### config.mk
export PLATFORM = sky130hd
export DESIGN_NAME = instr_fetch_unit
export DESIGN_NICKNAME = d
export VERILOG_FILES = /design/src/rtl/instr_fetch_unit.sv
export SDC_FILE = /design/constraint.sdc
export NUM_CORES = 1
export LEC_CHECK = 0
export CAP_MARGIN = 20
export CORE_AREA = 2 2 111 113
export CTS_CLUSTER_DIAMETER = 60
export DETAILED_ROUTE_END_ITERATION = 6
export DIE_AREA = 0 0 113 115
export GPL_TIMING_DRIVEN = 0
export MAX_ROUTING_LAYER = met4
export PLACE_DENSITY_LB_ADDON = 0.2
export SLEW_MARGIN = 20
export SYNTH_ARGS = -nofsm -noshare
export SYNTH_HDL_FRONTEND = slang
export SYNTH_SLANG_ARGS = --single-unit
### constraint.sdc
create_clock -name clk -period 2.54 [get_ports clk]
set_clock_uncertainty 0.05 [all_clocks]
set_input_delay 0.381 -clock clk [delete_from_list [all_inputs] [get_ports clk]]
set_output_delay 0.381 -clock clk [all_outputs]
set_load 0.02 [all_outputs]
### src/rtl/instr_fetch_unit.sv
// Instruction fetch producer: issues word reads on the ibus and pushes
// 16/32-bit parcels into the fetch queue, tracking the fetch PC.
module instr_fetch_unit #(
  parameter logic [31:0] RESET_PC = 32'h0000_0000
) (
  input  logic        clk,
  input  logic        rstn,
  input  logic        fetch_en,
  input  logic        redirect,
  input  logic [31:0] redirect_pc,
  input  logic [1:0]  vacant_16bit_entry,
  output logic        ibus_req,
  output logic [31:0] ibus_addr,
  input  logic        ibus_gnt,
  input  logic        ibus_rvalid,
  input  logic [31:0] ibus_rdata,
  output logic        q_in_req,
  output logic        q_in_16bit,
  output logic [31:0] q_in,
  output logic        q_clr,
  output logic [31:0] fetch_pc
);

  typedef enum logic [1:0] {
    IDLE,
    REQ,
    WAIT,
    PUSH
  } state_t;

  localparam logic [31:0] RST_PC = RESET_PC & 32'hFFFF_FFFE;

  state_t      state_q, state_d;
  logic        drop_q, drop_d;
  logic [31:0] pc_q, pc_d;
  logic [31:0] addr_q, addr_d;
  logic [31:0] data_q, data_d;
  logic        half_q;

  assign half_q    = pc_q[1];
  assign ibus_addr = addr_q;
  assign fetch_pc  = pc_q;
  assign q_clr     = redirect;

  always_ff @(posedge clk) begin
    if (!rstn) begin
      state_q <= IDLE;
      drop_q  <= 1'b0;
      pc_q    <= RST_PC;
      addr_q  <= '0;
      data_q  <= '0;
    end else begin
      state_q <= state_d;
      drop_q  <= drop_d;
      pc_q    <= pc_d;
      addr_q  <= addr_d;
      data_q  <= data_d;
    end
  end

  always_comb begin
    state_d    = state_q;
    drop_d     = drop_q;
    pc_d       = pc_q;
    addr_d     = addr_q;
    data_d     = data_q;
    ibus_req   = 1'b0;
    q_in_req   = 1'b0;
    q_in_16bit = 1'b0;
    q_in       = '0;
    unique case (state_q)
      IDLE: begin
        if (fetch_en && !redirect &&
            vacant_16bit_entry == 2'd2) begin
          state_d = REQ;
          addr_d  = {pc_q[31:2], 2'b00};
        end
      end
      REQ: begin
        ibus_req = 1'b1;
        if (redirect)
          drop_d = 1'b1;
        if (ibus_gnt)
          state_d = WAIT;
      end
      WAIT: begin
        if (ibus_rvalid) begin
          drop_d = 1'b0;
          if (drop_q || redirect) begin
            state_d = IDLE;
          end else begin
            data_d  = ibus_rdata;
            state_d = PUSH;
          end
        end else if (redirect) begin
          drop_d = 1'b1;
        end
      end
      PUSH: begin
        q_in_req   = !redirect;
        q_in_16bit = half_q;
        q_in       = half_q ? {16'h0, data_q[31:16]}
                            : data_q;
        if (!redirect)
          pc_d = pc_q + (half_q ? 32'd2 : 32'd4);
        state_d = IDLE;
      end
    endcase
    // a redirect always wins the PC, whatever the state
    if (redirect)
      pc_d = redirect_pc & 32'hFFFF_FFFE;
  end

endmodule

==> flow_summary.ini <==
[run_status]
outcome = finished with violations
failed_checks = DRC

[synth]
avgSynthCellArea_um2 = 7.67
synth_cell_types = 47
ys_ff_latch = 96
synth_cells = 605
synth_top_family_by_area = simple AND/OR/NAND/NOR gates
muxShareOfSynthArea = 0.0367
synth_compound_area_frac = 0.160
synth-simple-area-share = 0.294
synth_edf_count = 0
synth_adder_area_share = 0.0189
synth_xor_area_frac = 0.0208
synthArstFlopShare = 0
synth_area_um2 = 4640
ys_warn_count = 0
yosysSeqAreaShare = 0.414
ys.flop_type = dfxtp_1

[setup_path]
crit_type = register to output pin
path_max_fanout = 10
critPathBufInv = 2
r2r_start = fetch_pc[1]
crit_required_ns = 2.11
slowest_delay_ns = 0.62
r2r-end = fetch_pc[16]
critical_path.cell_chain = ha_4 > clkbuf_2 > and3_1 > clkdlybuf4s50_1
arrival_ns = 2.01
start_kind = register
path_delay_family = buffers and inverters
critPathCaptureType = output pin
reg2reg_depth = 8
cp_slowest_cell = clkdlybuf4s50_1
r2r_setup_slack_ns = 0.14

[power]
peakVddDrop_mv = 0.308
p_per_area_nw_per_um2 = 560
power.leakage_nw = 2.49
combPwrFrac = 0.180
clkPwrFrac = 0.383
p_switching_mw = 1.07
p_seq_frac = 0.437
internal_power_mw = 2.77
swShare = 0.279

[grt]
antenna_found_initial = 0
grt_max_degree = 17
grt.overflow.total = 0
grt_pass1_vias = 5038
grt_use_total = 0.249
grt_pass1_wl_um = 25100

[die]
rows = 40
core_area_um2 = 11800
initial_core_util = 0.393
die_w_um = 113
die_area_um2 = 13000
io_pins = 172
die_y_um = 115

[clocking]
clockBufferDepth = 2
cts_tree = built
clkLatencyLatePin_ns = 0.35
clkTransAtPathRegs_ns = 0.07
holdBufCountCts = 0
htree_levels = 3
ctsRootBufferMaster = clkbuf_16
cts_sinks = 96
numCtsBuffers = 9

[routing]
drcViolationCount = 12
vias = 5105
wire_per_inst_um = 16.8
ant_nets = 0
via_per_inst = 5.45
firstDrtPassIters = 7
wl_um = 15800
initialDrtViolationCount = 425

[worst_hold_path]
holdPathStages = 2
worstHoldStart = data_q[0]
hold_path.class = register to register
hold_path_end = data_q[0]

[placement]
port_buffers = 166
post_dp_cell_area_um2 = 6500
dp_hpwl_um = 11700
gp_congestion = 0.896

[sta]
slew_viol_final = 0
max_freq_mhz = 409
worst_pin_slew_ns = 0.683
hold-worst-slack_ns = 0.404
relSlewSlack = 0.541
period_needed_ns = 2.44
min_period_over_period = 0.962
setup_viol = 0
hold_viol_final = 0
rsz0062_at_grt = no

[finish]
mostFrequentLayoutCells = clkdlybuf4s50_1 (144), nand2_1 (137), dfxtp_1 (93), a21oi_1 (77), nor2_1 (37)
syn2layout_area_growth_pct = 47.7
fin_nets = 863
antenna_cells = 0
layout_commonest_cell = clkdlybuf4s50_1
design_area_um2 = 6860
drive_above_1_share = 0.0760

[flow_run]
max-cap-violations = 0
==> cells by family after synthesis <==
group / after synthesis
DFF: 96
xor gates and xnor gates: 11
muxes: 17
and+or+nand+nor: 281
buffers and inverters: 61
other: 1
AOI/OAI and AO/OA: 131
adders and majority gates: 7
==> Yosys cell counts, types with 2 or more instances <==
library cell	instances	area, um2
o211ai_1	3	22.5
dfxtp_1	96	1920
xnor2_1	9	78.8
buf_2	7	35.0
nand4_1	14	87.6
nor4b_1	2	17.5
nand2_1	137	514
and4_1	10	87.6
or3_1	4	25.0
nor3_1	19	95.1
nor4_4	2	42.5
buf_4	4	30.0
a311oi_1	3	26.3
o21ai_0	22	110
a31o_2	2	17.5
ha_1	7	87.6
and3_1	20	125
xor2_1	2	17.5
a211oi_1	12	90.1
nor4_1	7	43.8
inv_1	11	41.3
a21o_1	2	15.0
buf_1	5	18.8
nor2_1	37	139
nand3_1	19	95.1
mux2i_1	17	170
a21oi_1	78	390
clkbuf_1	32	120
a31oi_1	3	18.8
and2_1	2	12.5
==> power by group through the flow <==
stage	clock [mW]	combinational (mW)	sequential (mW)
final	1.47	0.690	1.68
after global routing	1.55	0.752	1.68
after CTS	1.49	0.686	1.67
after detailed placement	0	0.668	1.70
after global placement	0	0.650	1.69
after floorplan	0	0.318	1.72
==> state kept, by name (all words and copies together) (netlist names) <==
name,cells
drop_q,1
ibus_addr,30
state_q,2
data_q,32
fetch_pc,31
==> worst max path at each step <==
stage,from,endpoint,slack [ns],cells past startpoint
floorplan,fetch_pc[1],fetch_pc[16],0.03,8
global placement,state_q[0],q_in[13],-0.48,7
detailed placement,state_q[0],q_in[13],-0.49,7
CTS,state_q[1],q_in[12],0.03,6
global route,state_q[0],q_in[9],0.008,6
finish,state_q[0],q_in[25],0.1,4
==> tightest hold or removal path, delay by kind of cell, from the launching register on <==
kind             cells  cell delay, ns
AO/OA/AOI/OAI        1            0.05
flip-flops           1            0.31
AND/OR/NAND/NOR      1            0.05
==> per-stage QoR <==
| stage | setup TNS [ns] | total power, mW | std cells | setup slack [ns] | util |
|---|---|---|---|---|---|
| after CTS | 0 | 3.85 | 936 | 0.0336 | 0.581 |
| after global placement | -9.22 | 2.35 | 920 | -0.479 | 0.550 |
| final | 0 | 3.84 | 936 | 0.0977 | 0.581 |
| after floorplan | 0 | 2.04 | 607 | 0.0259 | - |
| after detailed placement | -10.05 | 2.37 | 920 | -0.489 | 0.550 |
| after global routing | 0 | 3.99 | 936 | 0.00801 | 0.581 |
==> cell type report <==
| type | count | area (um2) |
|---|---|---|
| Timing Repair Buffer | 167 | 1630 |
| Tap cell | 147 | 184 |
| Clock buffer | 9 | 225 |
| Sequential cell | 96 | 1930 |
| Fill cell | 1104 | 4950 |
| Buffer | 48 | 235 |
| Multi-Input combinational cell | 450 | 2510 |
| Clock inverter | 7 | 95.1 |
| Inverter | 12 | 48.8 |
==> layer usage <==
layer | track usage | vias to the layer above | wire length [um]
met2 | 0.424 | 235 | 7690
met5 | - | - | 0
met1 | 0.295 | 2376 | 6560
li1 | - | 2466 | -
met3 | 0.0554 | 28 | 1210
met4 | 0.0772 | 0 | 289
==> what timing repair did <==
action,4_1_cts,5_1_grt
setup endpoints to repair,53,23
pin swaps,0,0
resized for setup,35,26
buffers inserted,1,0
(Power assumes the default switching activity.)
